$ cat src/rtl/instruction_fetch_unit.sv
// Prefetch buffer: small synchronous FIFO with a single-cycle flush.
// Latency: a pushed entry is visible at head_dat the cycle after the push.
// Backpressure: none internally; the caller guarantees no push when full and no pop when empty.
module ifu_fifo #(
    parameter int WIDTH = 48,
    parameter int DEPTH = 2,
    localparam int AW = $clog2(DEPTH),
    localparam int CW = AW + 1
) (
    input  logic             clock,
    input  logic             reset,
    input  logic             flush,
    input  logic             push_vld,
    input  logic [WIDTH-1:0] push_dat,
    input  logic             pop_vld,
    output logic [CW-1:0]    count,
    output logic [WIDTH-1:0] head_dat
);

    logic [WIDTH-1:0] mem [DEPTH];
    logic [AW-1:0]    wr_ptr;
    logic [AW-1:0]    rd_ptr;

    always_ff @(posedge clock) begin
        if (reset || flush) begin
            wr_ptr <= '0;
            rd_ptr <= '0;
            count  <= '0;
        end else begin
            if (push_vld) wr_ptr <= wr_ptr + 1'b1;
            if (pop_vld)  rd_ptr <= rd_ptr + 1'b1;
            count <= count + CW'(push_vld) - CW'(pop_vld);
        end
    end

    // Storage is not reset; only the pointers and count define validity.
    always_ff @(posedge clock) begin
        if (push_vld && !flush && !reset) mem[wr_ptr] <= push_dat;
    end

    assign head_dat = mem[rd_ptr];

endmodule

// Instruction fetch: keeps fetch PC, issues one read at a time, buffers returned words for decode.
// Latency: first instruction reaches the decoder 2 cycles after gnt with a 1-cycle memory.
// Backpressure: decode_ready stalls the buffer head; fetch stops issuing once the buffer plus the in-flight slot is full.
module instruction_fetch_unit #(
    parameter int INSTRUCTION_WIDTH = 16,
    parameter int PC_WIDTH          = 32,
    parameter int QUEUE_DEPTH       = 2,
    parameter logic [PC_WIDTH-1:0]          RESET_PC           = '0,
    parameter logic [INSTRUCTION_WIDTH-1:0] BUBBLE_INSTRUCTION = 16'hE000
) (
    input  logic                         clock,
    input  logic                         reset,
    output logic                         mem_req,
    output logic [PC_WIDTH-1:0]          mem_addr,
    input  logic                         mem_gnt,
    input  logic                         mem_rvalid,
    input  logic [INSTRUCTION_WIDTH-1:0] mem_rdata,
    output logic                         instr_valid,
    output logic [INSTRUCTION_WIDTH-1:0] instruction,
    output logic [PC_WIDTH-1:0]          instr_pc,
    input  logic                         decode_ready,
    input  logic                         redirect_valid,
    input  logic [PC_WIDTH-1:0]          redirect_pc,
    input  logic                         halt,
    output logic                         busy
);

    localparam int CW = $clog2(QUEUE_DEPTH) + 1;

    typedef enum logic [1:0] {IDLE, REQ, WAIT} state_t;

    typedef struct packed {
        logic [PC_WIDTH-1:0]          pc;
        logic [INSTRUCTION_WIDTH-1:0] instr;
    } fetch_entry_t;

    state_t                state, state_next;
    logic [PC_WIDTH-1:0]   fetch_pc, fetch_pc_next;
    logic                  discard, discard_next;
    logic [CW-1:0]         count, count_next;
    logic                  push, pop, room_after;
    fetch_entry_t          push_entry, head_entry;
    logic [$bits(fetch_entry_t)-1:0] head_dat;

    assign instr_valid = (count != '0);
    assign pop         = instr_valid && decode_ready && !redirect_valid;
    assign push        = (state == WAIT) && mem_rvalid && !discard && !redirect_valid;
    assign count_next  = redirect_valid ? '0 : count + CW'(push) - CW'(pop);
    assign room_after  = (int'(count_next) + 1) <= QUEUE_DEPTH;

    // In WAIT fetch_pc has already advanced past the outstanding request.
    assign push_entry.pc    = fetch_pc - 1'b1;
    assign push_entry.instr = mem_rdata;

    ifu_fifo #(
        .WIDTH ($bits(fetch_entry_t)),
        .DEPTH (QUEUE_DEPTH)
    ) u_buf (
        .clock    (clock),
        .reset    (reset),
        .flush    (redirect_valid),
        .push_vld (push),
        .push_dat (push_entry),
        .pop_vld  (pop),
        .count    (count),
        .head_dat (head_dat)
    );

    assign head_entry = head_dat;

    always_comb begin
        state_next    = state;
        fetch_pc_next = fetch_pc;
        discard_next  = discard && !mem_rvalid;
        unique case (state)
            IDLE: begin
                // Hold off while a stale response is still due, so only one read is ever in flight.
                if (!halt && !redirect_valid && !discard && (int'(count) < QUEUE_DEPTH))
                    state_next = REQ;
            end
            REQ: begin
                if (mem_gnt) begin
                    state_next    = WAIT;
                    fetch_pc_next = fetch_pc + 1'b1;
                    discard_next  = redirect_valid;
                end else if (redirect_valid) begin
                    state_next = IDLE;
                end
            end
            WAIT: begin
                if (mem_rvalid)
                    state_next = (!halt && !redirect_valid && room_after) ? REQ : IDLE;
                else if (redirect_valid)
                    discard_next = 1'b1;
            end
            default: state_next = IDLE;
        endcase
        if (redirect_valid) fetch_pc_next = redirect_pc;
    end

    always_ff @(posedge clock) begin
        if (reset) begin
            state    <= IDLE;
            fetch_pc <= RESET_PC;
            // A read accepted before reset still returns; remember to drop it.
            discard  <= ((state == WAIT || discard) && !mem_rvalid) || (state == REQ && mem_gnt);
        end else begin
            state    <= state_next;
            fetch_pc <= fetch_pc_next;
            discard  <= discard_next;
        end
    end

    assign mem_req     = (state == REQ);
    assign mem_addr    = fetch_pc;
    assign instruction = instr_valid ? head_entry.instr : BUBBLE_INSTRUCTION;
    assign instr_pc    = instr_valid ? head_entry.pc : '0;
    assign busy        = (state != IDLE);

endmodule

$ cat config.mk
export PLATFORM = sky130hd
export DESIGN_NAME = instruction_fetch_unit
export DESIGN_NICKNAME = d
export VERILOG_FILES = /design/src/rtl/instruction_fetch_unit.sv
export SDC_FILE = /design/constraint.sdc
export NUM_CORES = 1
export LEC_CHECK = 0
export CAP_MARGIN = 10
export CORE_ASPECT_RATIO = 1.75
export CORE_MARGIN = 10
export CORE_UTILIZATION = 56
export DETAILED_ROUTE_END_ITERATION = 7
export PLACE_DENSITY = 0.87
export RECOVER_POWER = 50
export SLEW_MARGIN = 20
export SYNTH_ARGS = -nofsm -noshare
export SYNTH_HDL_FRONTEND = slang
export SYNTH_HIERARCHICAL = 1
export SYNTH_SLANG_ARGS = --single-unit
$ cat constraint.sdc
create_clock -name clock -period 9.9 [get_ports clock]
set_input_delay 0.99 -clock clock [delete_from_list [all_inputs] [get_ports clock]]
set_output_delay 0.99 -clock clock [all_outputs]
set_load 0.05 [all_outputs]
# Word level (Yosys, flattened, before mapping)
# Memory sizes are Yosys's and may differ from the RTL's. A register that Yosys moved wholly into a read port is not among the register bits.
# Index checks and enable logic that the tools add are counted.
[totals]
reg_bits = 39
ramBits = 96
input_bits = 55
out_inout_bits = 83
wordCells = 71
memories = 1
[classes]
n_addsub = 7
order_cmp = 2
eq_ne = 5
n_mux = 21
reduce_logical = 29
[mem_list]
columns = ["name", "words", "word_bits", "read_ports", "rd_ports_with_merged_regs", "wr", "line_no", "source"]
rows = [
  ["u_buf.mem", 2, 48, 1, 1, 1, "20", "logic [WIDTH-1:0] mem [DEPTH];"],
]
[ops]
columns = ["operator", "count"]
rows = [
  ["32-bit 2-to-1 mux", 4],
  ["32-bit by 1-bit adder with 32-bit output, second input constant", 1],
  ["32-bit by 1-bit subtractor with 32-bit output, second input constant", 1],
  ["16-bit 2-to-1 mux", 1],
  ["1-bit logical AND", 14],
  ["2-bit 2-to-1 mux", 5],
  ["1-bit 2-to-1 mux", 9],
  ["2-bit nonzero test", 4],
  ["2-bit one-hot mux with 3 select lines", 1],
  ["1-bit zero test", 5],
  ["2-bit inequality test, second input constant", 2],
  ["2-bit by 1-bit adder with 3-bit output, second input constant", 1],
  ["3-bit by 2-bit <= comparator with 1-bit output, second input constant", 1],
  ["1-bit logical OR", 3],
  ["3-bit by 1-bit inequality test with 1-bit output, second input constant", 1],
  ["3-bit AND reduction", 1],
  ["1-bit adder, second input constant", 2],
  ["2-bit by 1-bit adder with 2-bit output", 1],
  ["2-bit by 1-bit equality test with 1-bit output, second input constant", 1],
  ["2-bit equality test, second input constant", 1],
  ["2-bit zero test", 1],
  ["2-bit less-than comparator, second input constant", 1],
  ["1-bit one-hot mux with 2 select lines", 1],
  ["2-bit AND reduction", 1],
  ["2-bit by 1-bit subtractor with 2-bit output", 1],
]

# Logic depth before layout (Yosys ltp)
# Gate-level depths: netlist (run 1).
[logic_depth]
depth_word = 13
mapped_depth = 12
mapped_depth_nobuf = 12

# Cells and area by module
# Netlist (run 1), hierarchy kept.
[by_module_without_submodules]
columns = ["module", "instances", "cells_per_inst", "area_each_um2", "seq_area_each_um2"]
rows = [
  ["ifu_fifo", 1, 169, 3757.4, 2982.9],
  ["instruction_fetch_unit", 1, 418, 3050.4, 700.7],
]

# Least setup slack after synthesis (run 1)
# No wires, ideal clock.
[synth_timing]
kind = "input to register"
from = "input redirect_valid"
to = "memory u_buf.mem[0][0] (enable)"
setup_time_ps = 573
arrival_ps = 6231
required_time_ps = 9327
slack_ps = 3096
stages = 5
path_buffers = 1
cell_sequence = "clkbuf_1 -> nor2_1 -> and3_1 -> inv_1 -> nor4_1"
[synth_between]
elab_chain_cells = 6
[synth_rtl]
columns = ["item", "line_no", "source"]
rows = [
  ["start, declared", "66", "input logic redirect_valid,"],
  ["1-bit zero test", "91", "assign push = (state == WAIT) && mem_rvalid && !discard && !redirect_valid;"],
  ["1-bit logical AND", "91", ""],
  ["net push", "85", "logic push, pop, room_after;"],
  ["1-bit logical AND (2 in a row)", "38", "if (push_vld && !flush && !reset) mem[wr_ptr] <= push_dat;"],
  ["1-bit 2-to-1 mux", "38", ""],
  ["1-bit 2-to-1 mux (implied by the code)", "38", ""],
  ["end, declared", "20", ""],
]
# The timed path passes the listed nets, and every way through them passes these cells.

# Final worst setup path (run 1)
[layout_timing]
from = "input redirect_valid"
to = "register state[0]"
[layout_between]
elab_cells_between_ends = 18
classes_between = "3 x add/sub; 1 x order compare; 2 x eq/ne; 4 x mux; 8 x reduce/logical"
[layout_rtl]
columns = ["item", "line_no", "source"]
rows = [
  ["1-bit zero test", "90", "assign pop = instr_valid && decode_ready && !redirect_valid;"],
  ["1-bit logical AND", "90", ""],
  ["net pop", "85", ""],
  ["2-bit by 1-bit subtractor with 2-bit output", "92", "assign count_next = redirect_valid ? '0 : count + CW'(push) - CW'(pop);"],
  ["2-bit 2-to-1 mux", "92", ""],
  ["2-bit by 1-bit adder with 3-bit output", "93", "assign room_after = (int'(count_next) + 1) <= QUEUE_DEPTH;"],
  ["3-bit by 2-bit <= comparator with 1-bit output", "93", ""],
  ["1-bit logical AND", "136", "state_next = (!halt && !redirect_valid && room_after) ? REQ : IDLE;"],
  ["1-bit 2-to-1 mux", "136", ""],
  ["2-bit 2-to-1 mux", "135", "if (mem_rvalid)"],
  ["2-bit one-hot mux with 3 select lines", "119", "unique case (state)"],
  ["end signal, assigned", "152", "state <= state_next;"],
  ["end, declared", "81", "state_t state, state_next;"],
]
# The timed path passes the listed nets, and every way through them passes these cells. The select of a mux whose other input is x is not followed.
# A chain may end at the register's enable or synchronous reset.

==> results.txt, run 1 <==
Tmin final: 4.782 ns
Post-Synth Simple-Gate Area: 0.1805
WHS Endpoint: state[1]
initial antenna violation count: 0
fraction of layout cells with a size suffix above 1: 0.1321
RSZ-0062 raised after global routing: no
number of global-route vias before repair: 5175
clk_lat worst skew: 0.41 ns
Worst Path Arrival: 5.06 ns
peak supply drop: 0.1475 mV
CTS tree: yes
HP Class: flip-flop to flip-flop
Final Non-Filler Cells: 856
WL final: 16.51 mm
Pins Over Slew Limit: 49
PD cells: 167.1 mW/mm²
DRT Pass-1 Iters: 4
I/O Pins: 138
total power: 0.001465 W
main combinational cell family by area after synthesis: simple AND/OR/NAND/NOR gates
post-synthesis mux area share: 0.09337
CTS root buffer: clkbuf_16
top cell type's share of synthesized area: 0.4235
DRC: 0
Detail Route Antenna Nets: 0
Worst Hold Launch: state[1]
hold buffer count at CTS: 0
post-synthesis cell area: 0.006808 mm²
Die H: 165.9 µm
Reg2Reg Depth: 4
Mapped Cells: 587
Seq/Total Area, Yosys: 0.5411
WS Path Type: input port to flip-flop
Inst Count DP: 823
die width: 103.3 µm
CTS resizes: 0
leading area contributor after synthesis: edfxtp_1
endpoints failing hold: 0
Design Area, Final: 0.008768 mm²
largest net degree at the start of global routing: 50
routed vias/inst: 5.686
Clock Skews: 0.01339 ns
Synth Area in Compound Gates: 0.04374
clock sinks: 136
Worst setup EP type: flip-flop
Final setup viols: 0
startpoint types: input port
adder-cell share of the synthesized area: 0.01838
Placed Area: 0.008195 mm²
FP Rows: 53
total core area: 0.01194 mm²
violated checks: capacitance limit, slew limit
die area: 0.01714 mm²
R2R setup slack: 6.81 ns
Antenna Cells: 0
Fmax: 209.1 MHz
H-tree levels: 4
Synth Area per Inst: 11.60 µm²
Synth Net Count: 652
reg2reg start: state[0]
first-pass GRT wire length: 26.73 mm
setup TNS: 0 ns
Setup Fix Bufs, Post-CTS: 0
post-synthesis xor/xnor area fraction: 0.08509
TritonCTS buffer count: 17
Netlist cell types: 49
Synth-to-Final Area Change: 28.80%
drt first-iter violations: 324
RePlAce Congestion: 0.8836
Reg clk slew, reported paths: 0.06 ns
leakage power: 3.112 nW
Slew HR: -0.5133
CTS Buffer Depth: 2
register bit count reported by yosys: 136
final net count: 771
routed length per instance: 19.29 µm
synth top area cells: edfxtp_1 (42%), dfxtp_1 (12%), xor2_1 (5.0%), mux2_2 (4.6%), mux2_4 (4.4%)
reg2reg end: u_buf/mem[1][45]
CP required: 10.18 ns
post-route clock period utilization: 0.4831
IO buf count: 137
Worst Path Max Fanout: 46
Synth Warn #: 6
WHS Path Cells: 2
Post-DP HPWL: 11.76 mm
status: finished with violations
Starting Density: 0.5703
All-Layer GR Usage: 0.1969
max-cap violation count: 1
Worst-Margin Slew: 2.270 ns
Via Count: 4867
Overflow after GRT: 0
-- cells by family (layout without fill, tap and decap cells) --
family / count (synthesis) / in the layout
simple gates: 225 / 225
flops: 136 / 136
xor+xnor: 63 / 63
buf+inv: 57 / 189
mux: 50 / 50
compound gates: 46 / 46
fa+ha+maj: 10 / 10
-- area by class of cell --
cell class | instances | area, µm²
Clock inverter | 13 | 156.4
Timing Repair Buffer | 142 | 1418
Sequential cell | 136 | 3685
Fill cell | 816 | 3168
Multi-Input combinational cell | 394 | 2849
Tap cell | 137 | 171.4
Inverter | 15 | 56.30
Clock buffer | 19 | 432.9
-- worst max-delay path: stages --
cell and delay, ns:
dlygate4sd3_1 0.52, clkbuf_1 0.92, inv_1 1.00, and3_1 0.47, ha_1 0.30, inv_1 0.06
ha_1 0.14, xnor3_1 0.21, a31oi_1 0.17, nor3_1 0.06, a21oi_1 0.15, nor2_1 0.06
-- synth_stat cells (all sizes together) --
master  instances
xnor3           2
nor3           19
xor2           39
ha             10
nand4          11
edfxtp         96
dfxtp          40
nor4           13
nand3          18
buf            13
and2            4
nor3b           1
o21a            1
and3           12
nand3b          1
o41ai           1
or2             6
inv            15
nand2          36
o311ai          1
nor2b          45
o22ai           4
o21bai          1
a211oi         17
o31ai           1
or4             4
mux2           48
o21ai           1
mux2i           2
o221ai          1
or3             7
nand2b          3
a21oi          17
a31oi           1
clkbuf         29
and4            2
xnor2          22
nor2           43
-- cell usage in the layout (no fill, tap or decap), drive strengths merged, types with 2 or more instances in the layout --
cell type and count:
xnor2 22, or3 7, clkbuf 20, clkinv 7, nand3 18, clkdlybuf4s50 116, bufinv 3, o22ai 4
nand4 11, nor2 43, or2 6, mux2i 2, clkinvlp 2, and2 4, xnor3 2, ha 10
nor4 13, buf 4, nand2 36, and4 2, a21oi 17, inv 16, nor3 19, a211oi 17
nand2b 3, dlygate4sd3 21, or4 4, edfxtp 96, and3 12, dfxtp 40, xor2 39, mux2 48
nor2b 45
-- through the flow --
step	hold WS (ns)	setup WS (ns)	util
6_report	0.4990	5.118	0.7346
5_1_grt	0.5447	4.851	0.7346
4_1_cts	0.4980	6.152	0.7360
3_5_place_dp	0.4889	6.148	0.6866
3_3_place_gp	0.4775	6.196	0.6866
2_1_floorplan	0.4647	3.096	-
-- power by group --
group / leakage, nW / switching (W) / total (W) / internal [W]
clock network: 0.287 / 0.000231 / 0.000626 / 0.000395
registers: 1.20 / 0.0000260 / 0.000653 / 0.000627
logic: 1.62 / 0.000113 / 0.000186 / 0.0000732
total: 3.11 / 0.000370 / 0.00147 / 0.00109
-- sequential cells by signal, indices dropped and copies added (netlist names), named ones only --
register / cells
u_buf/wr_ptr: 1
u_buf/rd_ptr: 1
u_buf/count: 2
discard: 1
u_buf/mem: 96
mem_addr: 32
state: 2
-- worst max-delay path by stage --
stage,startpoint,to,slack (ns),depth (start not counted)
2_1_floorplan,redirect_valid,u_buf/mem[0][0],3.10,5
3_3_place_gp,redirect_valid,state[0],6.20,12
3_5_place_dp,redirect_valid,state[0],6.15,12
4_1_cts,flip-flop,instruction[14],6.15,4
5_1_grt,redirect_valid,state[0],4.85,12
6_report,redirect_valid,state[0],5.12,12
-- layer usage --
layer | global-route usage | vias up | part of all wire
li1 | - | 2321 | -
met1 | 0.2242 | 2333 | 0.38
met2 | 0.3339 | 186 | 0.54
met3 | 0.05789 | 27 | 0.067
met4 | 0.07356 | 0 | 0.022
met5 | 0 | - | 0
Power figures use the tool's default switching activity.
==> inputs of run 2 (changes only) <==
- CORE_UTILIZATION: 56 -> 47
- PLACE_DENSITY: 0.87 -> 0.78
- clock period: 9.9 -> 4.15 ns (I/O delays scaled with it)
==> run 2 against run 1 <==
The flow still finishes with violations (capacitance limit, slew limit). Routed wire length decreased by 1.0%. Clock power increased to 2.5 times the previous value. Clock skew fell by 0.0034 ns. Utilization decreased by 11 points. Sequential power rose by 140%. Register-to-register slack worse by 5.7 ns. Combinational power rose by 140%. Critical endpoint is now u_buf/mem[1][31]. Highest routed layer unchanged.
==> results.txt, run 2 (same netlist as run 1, synthesis figures left out) <==
total core area: 0.01430 mm² (was 0.01194 mm²)
TritonCTS buffer count: 17 (unchanged)
I/O Pins: 138 (unchanged)
WL final: 16.35 mm (was 16.51 mm)
WHS Path Cells: 2 (unchanged)
Worst-Margin Slew: 2.192 ns (was 2.270 ns)
first-pass GRT wire length: 25.74 mm (was 26.73 mm)
HP Class: flip-flop to flip-flop (unchanged)
Via Count: 4736 (was 4867)
hold buffer count at CTS: 0 (unchanged)
Finished Core Util: 0.6211 (was 0.7346)
Final setup viols: 0 (unchanged)
R2R setup slack: 1.13 ns (was 6.81 ns)
Antenna Cells: 0 (unchanged)
max-cap violation count: 3 (was 1)
startpoint types: input port (unchanged)
CTS resizes: 0 (unchanged)
CP max stage delay: 1.65 ns (was 1.00 ns)
sum of buffers and inverters on the critical path: 1 (was 4)
critical path cell sequence: dlygate4sd3_1 -> nor2_1 -> and3_1 -> and3_1 (was dlygate4sd3_1 -> clkbuf_1 -> inv_1 -> and3_1 -> ha_1 -> inv_1 -> ha_1 -> xnor3_1 -> a31oi_1 -> nor3_1 -> a21oi_1 -> nor2_1)
PD cells: 401.8 mW/mm² (was 167.1 mW/mm²)
CP most frequent cell: and3_1
flip-flop count of the largest register after layout: 96 (unchanged)
die area: 0.01989 mm² (was 0.01714 mm²)
Inst Count DP: 868 (was 823)
RSZ-0062 raised after global routing: no (unchanged)
CTS tree: yes (unchanged)
Clock Skews: 0.01003 ns (was 0.01339 ns)
Final Non-Filler Cells: 900 (was 856)
post-route clock period utilization: 0.7775
Worst setup EP type: flip-flop (unchanged)
largest net degree at the start of global routing: 49 (was 50)
leading cell type in the layout, fill and taps excluded: edfxtp_1 (was clkdlybuf4s50_1)
setup TNS: 0 ns (unchanged)
WS Path Type: input port to flip-flop (unchanged)
Pins Over Slew Limit: 138 (was 49)
RePlAce Congestion: 0.8676 (was 0.8836)
Die H: 179.2 µm (was 165.9 µm)
Overflow after GRT: 0 (unchanged)
Setup Fix Bufs, Post-CTS: 0 (unchanged)
DRC: 0 (unchanged)
H-tree levels: 4 (unchanged)
endpoints failing hold: 0 (unchanged)
CTS root buffer: clkbuf_16 (unchanged)
Worst Path Max Fanout: 48 (was 46)
Reg clk slew, reported paths: 0.06 ns (about the same)
Design Area, Final: 0.008880 mm² (was 0.008768 mm²)
Slew HR: -0.4613 (was -0.5133)
clk_lat worst skew: 0.41 ns (about the same)
CTS Buffer Depth: 2 (unchanged)
CP required: 4.13 ns (was 10.18 ns)
peak supply drop: 0.3129 mV (was 0.1475 mV)
DRT Pass-1 Iters: 5 (was 4)
drt first-iter violations: 228 (was 324)
reg2reg end: u_buf/mem[1][31] (was u_buf/mem[1][45])
violated checks: capacitance limit, slew limit (unchanged)
Placed Area: 0.008273 mm² (was 0.008195 mm²)
status: finished with violations (unchanged)
IO buf count: 137 (unchanged)
routed vias/inst: 5.262 (was 5.686)
fraction of layout cells with a size suffix above 1: 0.1347 (was 0.1321)
Starting Density: 0.4762 (was 0.5703)
Tmin final: 3.227 ns
Detail Route Antenna Nets: 0 (unchanged)
reg2reg start: state[0] (unchanged)
Reg2Reg Depth: 4 (unchanged)
FP Rows: 58 (was 53)
Fmax: 309.9 MHz
Top Family by Delay on Critical Path: simple AND/OR/NAND/NOR gates (was buffers and inverters)
Fillers: 1137 (was 816)
CP Depth: 4 (was 12)
crit path from: redirect_valid (unchanged)
All-Layer GR Usage: 0.1591 (was 0.1969)
clock sinks: 136 (unchanged)
final net count: 772 (was 771)
initial antenna violation count: 0 (unchanged)
die width: 111.0 µm (was 103.3 µm)
CP endpoint: u_buf/mem[1][31] (was state[0])
Post-DP HPWL: 11.71 mm (was 11.76 mm)
routed length per instance: 18.16 µm (was 19.29 µm)
Worst Path Arrival: 3.21 ns (was 5.06 ns)
most frequent cells in the layout: edfxtp_1 (96), clkdlybuf4s50_1 (95), nor2b_1 (45) (was clkdlybuf4s50_1 (116), edfxtp_1 (96), nor2b_1 (45))
number of global-route vias before repair: 5044 (was 5175)
leakage power: 3.158 nW (was 3.112 nW)
Synth-to-Final Area Change: 30.44% (was 28.80%)
Largest Register: u_buf/mem (unchanged)
slowest stage cell, crit path: and3_1 (was inv_1)
-- run 2: cell count changes in the layout (fill, tap and decap cells not counted), sizes merged --
cell           delta
clkinvlp          +3
dlygate4sd3      +21
clkbuf            +2
bufinv            +1
clkinv            -5
clkdlybuf4s50    -21
-- run 2: layer usage --
metal | up-vias | share of wire | track usage
met5 | - | 0 | 0
met4 | 0 | 0.028 | 0.07734
met3 | 28 | 0.049 | 0.04221
met2 | 124 | 0.54 | 0.2867
met1 | 2264 | 0.39 | 0.1681
li1 | 2320 | - | -
-- run 2: worst min-delay path by stage --
stage	startpoint	end
after detailed placement	state[1]	state[1]
after CTS	state[1]	state[1]
after global routing	state[1]	state[1]
after floorplan	state[1]	state[1]
final	state[1]	state[1]
after global placement	state[1]	state[1]
-- run 2: stage by stage --
stage / power [W] / hold WS [ns] / setup WS (ns)
6_report: 0.003568 / 0.4997 / 0.9234
5_1_grt: 0.003678 / 0.5355 / 0.6708
4_1_cts: 0.003593 / 0.5021 / 0.9592
3_5_place_dp: 0.002033 / 0.4939 / 1.242
3_3_place_gp: 0.002022 / 0.4745 / 1.363
2_1_floorplan: 0.001859 / 0.4647 / 1.033
-- run 2: worst min-delay path: stages, from the launching register on --
cell and delay, ns:
dfxtp_1 0.34, nand2_1 0.07, a21oi_1 0.05
-- run 2: power by group --
| part | switching (W) | internal, W |
|---|---|---|
| registers | 0.0000633 | 0.00150 |
| logic | 0.000269 | 0.000170 |
| clock network | 0.000550 | 0.00102 |
-- run 2: cell type report --
| class | count | area [µm²] | area share |
|---|---|---|---|
| Tap cell | 180 | 225.2 | 0.02536 |
| Sequential cell | 136 | 3685 | 0.4150 |
| Clock inverter | 12 | 175.2 | 0.01973 |
| Timing Repair Buffer | 143 | 1409 | 0.1587 |
| Multi-Input combinational cell | 394 | 2883 | 0.3246 |
| Inverter | 15 | 56.30 | 0.006341 |
| Clock buffer | 20 | 446.7 | 0.05030 |
==> inputs of run 3 (changes only) <==
- CORE_UTILIZATION: 47 -> 52
- PLACE_DENSITY: 0.78 -> 0.82
- clock period: 4.15 -> 3.1 ns (I/O delays scaled with it)
==> run 3 against run 2 <==
The flow still finishes with violations (capacitance limit, slew limit). First-iteration DRC count is 0.88% lower. Register-to-register slack worse by 0.71 ns. Die area is 8.2% lower. Clock skew is 0.0012 ns higher. Critical path type is now flip-flop to primary output. Final cell count stayed put. Total power is 36% higher. Combinational power is 38% higher. Sequential cell count stayed put. Final area is 1.1% higher. Utilization is 7.6 points higher. Count of clock-buffer cells in the layout is 3 lower. Via count is 4.8% higher.
==> results.txt, run 3 (same netlist as run 1, synthesis figures left out) <==
status: finished with violations (unchanged)
fraction of layout cells with a size suffix above 1: 0.1495 (was 0.1347)
largest net degree at the start of global routing: 49 (unchanged)
CP required: 2.79 ns (was 4.13 ns)
Via Count: 4964 (was 4736)
initial antenna violation count: 0 (unchanged)
Setup Fix Bufs, Post-CTS: 0 (unchanged)
Clock Skews: 0.01122 ns (was 0.01003 ns)
drt first-iter violations: 226 (was 228)
dpl ws: 0.5243 ns (was 1.242 ns)
total power: 0.004859 W (was 0.003568 W)
final net count: 781 (was 772)
violated checks: capacitance limit, slew limit (unchanged)
hold buffer count at CTS: 0 (unchanged)
I/O Pins: 138 (unchanged)
Inst Count DP: 868 (unchanged)
number of global-route vias before repair: 5272 (was 5044)
Worst Hold Launch: redirect_pc[4] (was state[1])
All-Layer GR Usage: 0.1849 (was 0.1591)
Worst Path Max Fanout: 22 (was 48)
TritonCTS buffer count: 17 (unchanged)
post-route clock period utilization: 0.9315
Overflow after GRT: 0 (unchanged)
DRC: 0 (unchanged)
reg2reg start: state[0] (unchanged)
CTS tree: yes (unchanged)
DRT Pass-1 Iters: 5 (unchanged)
WS Path Type: flip-flop to primary output (was input port to flip-flop)
worst setup margin: 0.2123 ns (was 0.9234 ns)
leakage power: 3.182 nW (was 3.158 nW)
setup TNS: 0 ns (unchanged)
Tmin final: 2.888 ns
Worst Path Arrival: 2.58 ns (was 3.21 ns)
HP Class: input port to flip-flop (was flip-flop to flip-flop)
Synth-to-Final Area Change: 31.83% (was 30.44%)
PD cells: 541.4 mW/mm² (was 401.8 mW/mm²)
Post-DP HPWL: 12.43 mm (was 11.71 mm)
Fmax: 346.3 MHz
Reg clk slew, reported paths: 0.06 ns (about the same)
routed vias/inst: 5.516 (was 5.262)
Worst setup EP type: primary output (was flip-flop)
peak supply drop: 0.4113 mV (was 0.3129 mV)
most frequent cells in the layout: clkdlybuf4s50_1 (114), edfxtp_1 (96), nor2b_1 (45) (was edfxtp_1 (96), clkdlybuf4s50_1 (95), nor2b_1 (45))
Antenna Cells: 0 (unchanged)
Slew HR: -0.06679 (was -0.4613)
Worst-Margin Slew: 1.600 ns (was 2.192 ns)
RePlAce Congestion: 0.9038 (was 0.8676)
die area: 0.01825 mm² (was 0.01989 mm²)
RSZ-0062 raised after global routing: no (unchanged)
Final setup viols: 0 (unchanged)
total core area: 0.01287 mm² (was 0.01430 mm²)
leading cell type in the layout, fill and taps excluded: clkdlybuf4s50_1 (was edfxtp_1)
Pins Over Slew Limit: 37 (was 138)
hold slack: 0.4592 ns (was 0.4997 ns)
Final Non-Filler Cells: 900 (unchanged)
flip-flop count of the largest register after layout: 96 (unchanged)
routed length per instance: 18.70 µm (was 18.16 µm)
H-tree levels: 4 (unchanged)
clk_lat worst skew: 0.41 ns (about the same)
die width: 106.5 µm (was 111.0 µm)
FP Rows: 55 (was 58)
IO buf count: 137 (unchanged)
CTS resizes: 0 (unchanged)
first-pass GRT wire length: 26.84 mm (was 25.74 mm)
clock sinks: 136 (unchanged)
endpoints failing hold: 0 (unchanged)
startpoint types: flip-flop (was input port)
Starting Density: 0.5290 (was 0.4762)
Detail Route Antenna Nets: 0 (unchanged)
max-cap violation count: 1 (was 3)
Die H: 171.4 µm (was 179.2 µm)
WL final: 16.83 mm (was 16.35 mm)
CTS root buffer: clkbuf_16 (unchanged)
CTS Buffer Depth: 2 (unchanged)
Largest Register: u_buf/mem (unchanged)
==> run 3: cell type report <==
cell class | count | area (µm²)
fillers | 915 | 3894
clock inverters | 15 | 225.2
well taps | 171 | 214.0
multi-input cells | 394 | 2877
flip-flops and latches | 136 | 3685
repair buffers | 152 | 1493
inverters | 15 | 56.30
clock buffers | 17 | 425.4
==> run 3: power breakdown <==
| group | total, W | switching, W | leakage [nW] | internal (W) |
|---|---|---|---|---|
| Clock | 0.00218 | 0.000747 | 0.305 | 0.00143 |
| Sequential | 0.00208 | 0.0000760 | 1.20 | 0.00200 |
| Combinational | 0.000605 | 0.000370 | 1.68 | 0.000236 |
==> run 3: worst max-delay path, cell delays in order, from the launching register on <==
cell	delay, ns
dfxtp_2	0.68
buf_4	0.28
mux2_2	0.34
nor2b_1	0.13
clkdlybuf4s50_1	0.72
==> run 3: per-stage QoR <==
step,area (µm²),util
CTS,9017,0.7007
finish,8975,0.6974
global route,8975,0.6974
floorplan,6823,-
detailed placement,8367,0.6502
global placement,8367,0.6502
==> run 3: metal layers <==
layer	vias to the layer above	GRT usage	part of all wire
li1	2346	-	-
met1	2405	0.1883	0.36
met2	170	0.3396	0.55
met3	43	0.04758	0.050
met4	0	0.09107	0.035
met5	-	0	0
==> run 3: worst paths after layout <==
path	to	slack (ns)	cells past startpoint
hold reg to reg	state[1]	0.51	2
hold / removal	mem_addr[4]	0.46	3
setup reg to reg	u_buf/mem[0][33]	0.42	6
setup / recovery	instruction[6]	0.21	4
